===== config.mk =====
export PLATFORM = sky130hd
export DESIGN_NAME = vector_store_sequencer_flat
export DESIGN_NICKNAME = d
export VERILOG_FILES = /design/src/rtl/vector_store_sequencer_pkg.sv /design/src/rtl/vector_store_sequencer_if.sv /design/src/rtl/vector_store_sequencer_pipe.sv /design/src/rtl/vector_store_sequencer.sv /design/src/flat_wrapper.sv
export SDC_FILE = /design/constraint.sdc
export NUM_CORES = 1
export LEC_CHECK = 0
export CAP_MARGIN = 20
export CORE_ASPECT_RATIO = 0.5
export CORE_MARGIN = 2
export CORE_UTILIZATION = 47
export DETAILED_ROUTE_END_ITERATION = 7
export PLACE_DENSITY = 0.82
export SETUP_SLACK_MARGIN = 0.15
export SLEW_MARGIN = 20
export SYNTH_ARGS = -nofsm -noshare
export SYNTH_HDL_FRONTEND = slang
export SYNTH_HIERARCHICAL = 1
export SYNTH_SLANG_ARGS = --single-unit

===== constraint.sdc =====
create_clock -name clk -period 3.4 [get_ports clk]
set_input_delay 1.02 -clock clk [delete_from_list [all_inputs] [get_ports clk]]
set_output_delay 1.02 -clock clk [all_outputs]
set_load 0.02 [all_outputs]

===== src/rtl/vector_store_sequencer_pkg.sv =====
// Shared types and sizing for the vector store/load sequencer.
package cpu_vec_pkg;

    localparam int LANES      = 16;
    localparam int LANE_W     = 8;
    localparam int VEC_W      = 128;
    localparam int RAM_ADDR_W = 12;
    localparam int LANE_IDX_W = 4;
    localparam int MAX_RD_LAT = 4;

    typedef enum logic [2:0] {
        IDLE  = 3'd0,
        STORE = 3'd1,
        LOAD  = 3'd2,
        DRAIN = 3'd3,
        RESP  = 3'd4
    } seq_state_t;

    // Index of the final lane for a vector of n lanes.
    function automatic logic [LANE_IDX_W-1:0] last_lane(input int n);
        return LANE_IDX_W'(n - 1);
    endfunction

endpackage


===== src/rtl/vector_store_sequencer_if.sv =====
// Request, response and byte-RAM signals of the sequencer, bundled.
// slave = sequencer side, master = pipeline/RAM side.
interface vector_store_sequencer_if #(
    parameter int LANES  = 16,
    parameter int ADDR_W = 12
);
    logic                 req_valid;
    logic                 req_ready;
    logic                 req_load;
    logic [ADDR_W-1:0]    req_addr;
    logic [8*LANES-1:0]   req_data;

    logic [ADDR_W-1:0]    ram_addr;
    logic [7:0]           ram_wdata;
    logic                 ram_wren;
    logic [7:0]           ram_rdata;

    logic                 rsp_valid;
    logic                 rsp_ready;
    logic [8*LANES-1:0]   rsp_data;

    logic                 busy;

    modport slave (
        input  req_valid, req_load, req_addr, req_data, ram_rdata, rsp_ready,
        output req_ready, ram_addr, ram_wdata, ram_wren, rsp_valid, rsp_data, busy
    );

    modport master (
        output req_valid, req_load, req_addr, req_data, ram_rdata, rsp_ready,
        input  req_ready, ram_addr, ram_wdata, ram_wren, rsp_valid, rsp_data, busy
    );
endinterface


===== src/rtl/vector_store_sequencer_pipe.sv =====
// Tracks outstanding RAM reads: a valid bit and lane index per read,
// delayed by exactly the RAM read latency so the index lines up with
// the returning data.
module lane_delay_pipe
    import cpu_vec_pkg::*;
#(
    parameter int DEPTH = 1,
    parameter int IDX_W = LANE_IDX_W
) (
    input  logic             clk,
    input  logic             reset,
    input  logic             in_valid,
    input  logic [IDX_W-1:0] in_idx,
    output logic             out_valid,
    output logic [IDX_W-1:0] out_idx,
    output logic             pending
);

    logic [DEPTH-1:0] vld_q;
    logic [IDX_W-1:0] idx_q [DEPTH];

    // Shift register; reset drops every in-flight read.
    always_ff @(posedge clk) begin
        if (reset) begin
            vld_q <= '0;
            for (int i = 0; i < DEPTH; i++) begin
                idx_q[i] <= '0;
            end
        end else begin
            vld_q[0] <= in_valid;
            idx_q[0] <= in_idx;
            for (int i = 1; i < DEPTH; i++) begin
                vld_q[i] <= vld_q[i-1];
                idx_q[i] <= idx_q[i-1];
            end
        end
    end

    // Reads still travelling behind the output stage; when clear, the
    // read at the output (if any) is the last one.
    always_comb begin
        pending = 1'b0;
        for (int i = 0; i < DEPTH - 1; i++) begin
            pending = pending | vld_q[i];
        end
    end

    assign out_valid = vld_q[DEPTH-1];
    assign out_idx   = idx_q[DEPTH-1];

endmodule


===== src/rtl/vector_store_sequencer.sv =====
// Serialises a vector store (scatter) or load (gather) onto a single
// byte-wide RAM port, one lane per cycle, then presents the vector as a
// response until the consumer takes it.
//
//   state | meaning
//   IDLE  | ready for a request
//   STORE | writing one lane per cycle
//   LOAD  | issuing one read address per cycle
//   DRAIN | waiting for outstanding read data to return
//   RESP  | holding rsp_valid/rsp_data until rsp_ready
module vector_store_sequencer
    import cpu_vec_pkg::*;
#(
    parameter int LANES      = cpu_vec_pkg::LANES,
    parameter int ADDR_W     = RAM_ADDR_W,
    parameter int RAM_RD_LAT = 1
) (
    input  logic                      clk,
    input  logic                      reset,
    vector_store_sequencer_if.slave   bus
);

    seq_state_t               state_q;
    seq_state_t               state_d;
    logic [ADDR_W-1:0]        addr_q;
    logic [8*LANES-1:0]       data_q;
    logic [LANE_IDX_W-1:0]    lane_q;

    logic                     lane_is_last;
    logic                     accept;
    logic [ADDR_W-1:0]        lane_addr;
    logic [7:0]               lane_byte;

    logic                     rd_issue;
    logic                     rd_valid;
    logic [LANE_IDX_W-1:0]    rd_idx;
    logic                     rd_pending;

    logic                     req_ready_c;
    logic [ADDR_W-1:0]        ram_addr_c;
    logic [7:0]               ram_wdata_c;
    logic                     ram_wren_c;
    logic                     rsp_valid_c;

    assign lane_is_last = (lane_q == last_lane(LANES));
    assign accept       = bus.req_valid && req_ready_c;
    // Wraps naturally at 2^ADDR_W.
    assign lane_addr    = addr_q + ADDR_W'(lane_q);
    assign lane_byte    = data_q[{lane_q, 3'b000} +: 8];
    assign rd_issue     = (state_q == LOAD);

    lane_delay_pipe #(
        .DEPTH (RAM_RD_LAT),
        .IDX_W (LANE_IDX_W)
    ) u_rd_pipe (
        .clk       (clk),
        .reset     (reset),
        .in_valid  (rd_issue),
        .in_idx    (lane_q),
        .out_valid (rd_valid),
        .out_idx   (rd_idx),
        .pending   (rd_pending)
    );

    // State register.
    always_ff @(posedge clk) begin
        if (reset) begin
            state_q <= IDLE;
        end else begin
            state_q <= state_d;
        end
    end

    // Next-state logic.
    always_comb begin
        state_d = state_q;
        case (state_q)
            IDLE:    if (accept)          state_d = bus.req_load ? LOAD : STORE;
            STORE:   if (lane_is_last)    state_d = RESP;
            LOAD:    if (lane_is_last)    state_d = DRAIN;
            DRAIN:   if (!rd_pending)     state_d = RESP;
            RESP:    if (bus.rsp_ready)   state_d = IDLE;
            default:                      state_d = IDLE;
        endcase
    end

    // Lane counter: restarts on every accepted request.
    always_ff @(posedge clk) begin
        if (reset) begin
            lane_q <= '0;
        end else if (accept) begin
            lane_q <= '0;
        end else if (state_q == STORE || state_q == LOAD) begin
            lane_q <= lane_is_last ? '0 : lane_q + 1'b1;
        end
    end

    // Request capture and gather write-back; one vector register serves
    // as store source, load destination and response payload.
    always_ff @(posedge clk) begin
        if (reset) begin
            addr_q <= '0;
            data_q <= '0;
        end else if (accept) begin
            addr_q <= bus.req_addr;
            data_q <= bus.req_data;
        end else if (rd_valid) begin
            data_q[{rd_idx, 3'b000} +: 8] <= bus.ram_rdata;
        end
    end

    // Outputs decoded from state; reset forces everything quiet even in
    // the cycle before the reset edge so an interrupted store stops at once.
    always_comb begin
        req_ready_c = 1'b0;
        ram_addr_c  = '0;
        ram_wdata_c = '0;
        ram_wren_c  = 1'b0;
        rsp_valid_c = 1'b0;
        if (!reset) begin
            case (state_q)
                IDLE:  req_ready_c = 1'b1;
                STORE: begin
                    ram_addr_c  = lane_addr;
                    ram_wdata_c = lane_byte;
                    ram_wren_c  = 1'b1;
                end
                LOAD:  ram_addr_c  = lane_addr;
                RESP:  rsp_valid_c = 1'b1;
                default: ;
            endcase
        end
    end

    assign bus.req_ready = req_ready_c;
    assign bus.ram_addr  = ram_addr_c;
    assign bus.ram_wdata = ram_wdata_c;
    assign bus.ram_wren  = ram_wren_c;
    assign bus.rsp_valid = rsp_valid_c;
    assign bus.rsp_data  = reset ? '0 : data_q;
    assign bus.busy      = (state_q != IDLE);

endmodule


===== src/flat_wrapper.sv =====
// flat-port wrapper written by rule: the top's interface ports become plain ports
module vector_store_sequencer_flat import cpu_vec_pkg::*;
#(
    parameter int LANES      = cpu_vec_pkg::LANES,
    parameter int ADDR_W     = RAM_ADDR_W,
    parameter int RAM_RD_LAT = 1
)
  (clk, reset, bus_req_valid, bus_req_load, bus_req_addr, bus_req_data, bus_ram_rdata, bus_rsp_ready, bus_req_ready, bus_ram_addr, bus_ram_wdata, bus_ram_wren, bus_rsp_valid, bus_rsp_data, bus_busy);
  vector_store_sequencer_if #(.LANES(LANES), .ADDR_W(ADDR_W)) bus_i ();
  input  logic clk;
  input  logic reset;
  input wire logic [$bits(bus_i.req_valid)-1:0] bus_req_valid;
  input wire logic [$bits(bus_i.req_load)-1:0] bus_req_load;
  input wire logic [$bits(bus_i.req_addr)-1:0] bus_req_addr;
  input wire logic [$bits(bus_i.req_data)-1:0] bus_req_data;
  input wire logic [$bits(bus_i.ram_rdata)-1:0] bus_ram_rdata;
  input wire logic [$bits(bus_i.rsp_ready)-1:0] bus_rsp_ready;
  output wire logic [$bits(bus_i.req_ready)-1:0] bus_req_ready;
  output wire logic [$bits(bus_i.ram_addr)-1:0] bus_ram_addr;
  output wire logic [$bits(bus_i.ram_wdata)-1:0] bus_ram_wdata;
  output wire logic [$bits(bus_i.ram_wren)-1:0] bus_ram_wren;
  output wire logic [$bits(bus_i.rsp_valid)-1:0] bus_rsp_valid;
  output wire logic [$bits(bus_i.rsp_data)-1:0] bus_rsp_data;
  output wire logic [$bits(bus_i.busy)-1:0] bus_busy;
  assign bus_i.req_valid = bus_req_valid;
  assign bus_i.req_load = bus_req_load;
  assign bus_i.req_addr = bus_req_addr;
  assign bus_i.req_data = bus_req_data;
  assign bus_i.ram_rdata = bus_ram_rdata;
  assign bus_i.rsp_ready = bus_rsp_ready;
  assign bus_req_ready = bus_i.req_ready;
  assign bus_ram_addr = bus_i.ram_addr;
  assign bus_ram_wdata = bus_i.ram_wdata;
  assign bus_ram_wren = bus_i.ram_wren;
  assign bus_rsp_valid = bus_i.rsp_valid;
  assign bus_rsp_data = bus_i.rsp_data;
  assign bus_busy = bus_i.busy;
  vector_store_sequencer #(.LANES(LANES), .ADDR_W(ADDR_W), .RAM_RD_LAT(RAM_RD_LAT)) u_core (.clk(clk), .reset(reset), .bus(bus_i));
endmodule

==> impl_metrics.yaml <==
hold_path:
  whs_path_depth: 2
  min_path_type: "reg -> reg"
  worst_hold_path.endpoint: "u_core/addr_q[3]$_SDFFE_PP0P_"
  worstHoldStart: "u_core/addr_q[3]$_SDFFE_PP0P_"
drt:
  dr_total_vias: 10100
  wire_per_inst_um: 22.1
  firstDrtPassIters: 6
  viasPerCell: 5.95
  drt-initial-drc-count: 1147
  drcViolationCount: 0
  drt_wl_total_um: 37400
  ant_nets: 0
worst_setup_path:
  rr_worst_depth: 6
  critPathCaptureType: "output port"
  r2r_slack_ns: 0.52
  cp-start-kind: "flop"
  rr_endpoint: "u_core/data_q[97]$_SDFFE_PP0P_"
  max_stage_delay_ns: 0.39
  worstPathArrival_ns: 2.28
  cp_data_required_time_ns: 2.38
  crit_buf_inv: 2
  path_class: "reg -> out"
  critical_path.top_delay_family: "compound AO/OA/AOI/OAI gates"
  worstPathCellList: "buf_12 > mux2_2 > a21boi_0 > o21ai_0 > nand3_1 > o21ai_2 > buf_4"
  cp_max_fo: 11
  critPathSlowestCell: "a21boi_0"
  r2r_start: "u_core/u_rd_pipe/idx_q[0][1]$_SDFF_PP0_"
logic_synthesis:
  synth_cells: 1125
  synth_area_leaders: "dfxtp_1 33%, mux2i_1 10%, nor2b_1 8.4%"
  synthFlopType: "dfxtp_1"
  synth-seq-cells: 152
  syn-cell-area_um2: 9290
  ys_warn_count: 6
  yosys-top-cells-count: "152 x dfxtp_1, 125 x nor2_1, 125 x nor2b_1, 114 x nand2_1, 96 x mux2i_1"
  avgSynthCellArea_um2: 8.25
  synth_edf_count: 0
  synth_fp_nets: 1287
  synth_top_area_cell: "dfxtp_1"
  async_flop_share_pct: 0
  synth-seq-area-share_pct: 32.8
  yosysTopAreaCellShare_pct: 32.8
  yosysMostFrequentCell: "dfxtp_1"
  synth_cell_types: 67
finish:
  post-route-util_pct: 69.3
  nets: 1574
  drive_gt1_share_pct: 13.9
  areaGrowthSynthToFinish_pct: 44.8
  num_antenna_cells: 0
timing:
  setup_viol: 0
  fmax_mhz: 303
  period_share_pct: 97.2
  worst_pin_slew_ns: 0.969
  hold_viol: 0
  rsz0062_at_grt: "yes"
  drv_slew: 0
  slew_headroom_pct: 35.2
  fin_crit_ns: 3.30
  skew_ns: 0.0133
  setup_slack_ns: 0.0959
cts:
  clkLatencyLatePin_ns: 0.44
  cts_tree: "built"
  cts_max_level: 4
  cts_buffer_depth: 2
  holdBufCountCts: 0
  path_clk_slew_ns: 0.07
  numCtsBuffers: 17
  cts.sinks: 152
  root_buffer: "clkbuf_16"
power_and_ir_drop:
  p_comb_share_pct: 42.8
  seq_power_share_pct: 33.7
  power_density_nw_per_um2: 565
  switchingPower_mw: 2.97
  swShare_pct: 39.1
  p_int_mw: 4.63
  ir_drop_mv: 0.359
  power.share.clock_pct: 23.6
  total_leakage_power_nw: 5.66
flow_run:
  cap_violations: 0
die:
  ios: 305
  die_h_um: 103
  die_w_um: 203
  die_area_um2: 21000
  num_rows: 36
  fp.coreArea_um2: 19400
  start_util_pct: 47.8
global_routing:
  grt_max_degree: 75
  grt_pass1_wl_um: 55800
  track_usage_pct: 35.0
  antenna_found_initial: 0
  grt_remaining_overflow: 0
  grt_pass1_vias: 9466
place:
  gp_congestion: 0.969
  pre_cts_ws_ns: -0.0679
  hpwl_um: 28300
  port_buffers: 304
status:
  status: "complete, no violations"
-- final cells by class --
| type | count | area (um^2) |
|---|---|---|
| clock buffers | 19 | 443 |
| inverters | 15 | 56.3 |
| fillers | 1636 | 5970 |
| repair buffers | 370 | 3540 |
| clock inverters | 13 | 97.6 |
| flip-flops and latches | 152 | 3050 |
| multi-input cells | 856 | 5920 |
| well taps | 266 | 333 |
-- kinds of logic (layout without fill, tap and decap cells) --
kind of cell	count (synthesis)	after routing	synth area share, %
compound gates	242	242	18.3
xor+xnor	7	7	0.660
fa+ha+maj	9	9	1.29
buf+inv	117	417	5.28
flops	152	152	32.8
mux	128	128	16.2
other cells	1	1	0.0404
simple gates	469	469	25.5
-- state kept, by name, summed over array words and instances, names as in the netlist --
name / count
u_core/data_q: 128
u_core/addr_q: 12
u_core/lane_q: 4
u_core/u_rd_pipe/idx_q: 4
u_core/state_q: 3
u_core/u_rd_pipe/out_valid: 1
-- per-layer routing --
| layer | global-route usage, % | wire length [um] | vias up |
|---|---|---|---|
| li1 | - | - | 4572 |
| met1 | 48.3 | 16000 | 4842 |
| met2 | 55.2 | 16700 | 573 |
| met3 | 8.30 | 3900 | 77 |
| met4 | 10.5 | 777 | 0 |
| met5 | 0 | 0 | - |
-- worst max-delay path by stage --
stage | from | cells after the start | end | slack [ns]
2_1_floorplan | reset | 4 | bus_rsp_valid | 0.13
3_3_place_gp | reset | 5 | bus_ram_wdata[0] | -0.05
3_5_place_dp | reset | 5 | bus_ram_wdata[0] | -0.07
4_1_cts | u_core/addr_q[1]$_SDFFE_PP0P_ | 7 | bus_ram_addr[11] | 0.08
5_1_grt | u_core/lane_q[0]$_SDFFE_PP0N_ | 9 | bus_ram_addr[10] | 0.08
6_report | u_core/lane_q[0]$_SDFFE_PP0N_ | 7 | bus_ram_wdata[4] | 0.1
-- worst min-delay path, delay by kind of cell, from the launching register on --
| kind | cells | cell delay [ns] |
|---|---|---|
| flops | 1 | 0.32 |
| simple gates | 2 | 0.13 |
-- metrics by stage --
stage	setup TNS, ns	cells	total power, mW	hold WS [ns]	instance area (um^2)
2_1_floorplan	0	1125	4.40	0.454	9300
3_3_place_gp	-0.0775	1653	5.62	0.467	12800
3_5_place_dp	-0.472	1653	5.69	0.477	12800
4_1_cts	0	1688	7.49	0.486	13300
5_1_grt	0	1691	7.92	0.512	13400
6_report	0	1691	7.60	0.494	13400
-- what timing repair did --
action	CTS	global route
gates resized for setup	191	50
gates cloned	1	0
setup endpoints to repair	113	30
buffers inserted	2	3
pin swaps	0	5
-- power by group through the flow --
| stage | registers (mW) | logic [mW] | clock network [mW] |
|---|---|---|---|
| CTS | 2.54 | 3.16 | 1.79 |
| global route | 2.59 | 3.47 | 1.85 |
| global placement | 2.56 | 3.06 | 0 |
| floorplan | 2.37 | 2.02 | 0 |
| detailed placement | 2.56 | 3.12 | 0 |
| finish | 2.56 | 3.25 | 1.79 |
-- placed cells by master (no fill, tap or decap), types with 7 or more instances in the layout --
master | netlist | final
a21oi_1 | 21 | 11
clkinvlp_4 | 0 | 7
nand4_1 | 7 | 7
nor2b_1 | 125 | 125
o21ai_1 | 2 | 14
clkdlybuf4s50_1 | 0 | 176
mux4_2 | 16 | 16
buf_12 | 0 | 9
and2_1 | 8 | 7
clkbuf_16 | 0 | 17
nor3_1 | 14 | 13
a21oi_4 | 3 | 7
nand2_1 | 114 | 114
nand3_1 | 15 | 15
ha_1 | 8 | 7
dfxtp_1 | 152 | 146
a211oi_1 | 47 | 47
a31oi_1 | 9 | 9
dlygate4sd2_1 | 0 | 97
mux2i_1 | 96 | 90
buf_4 | 2 | 64
dlymetal6s2s_1 | 0 | 14
nor2_1 | 125 | 124
a311oi_1 | 22 | 22
inv_1 | 15 | 15
or3_1 | 7 | 7
mux2_2 | 16 | 16
a22oi_1 | 11 | 11
and3_1 | 12 | 12
o21ai_0 | 77 | 63
a2111oi_0 | 7 | 7
nand3b_1 | 11 | 11
(Power assumes the default switching activity.)
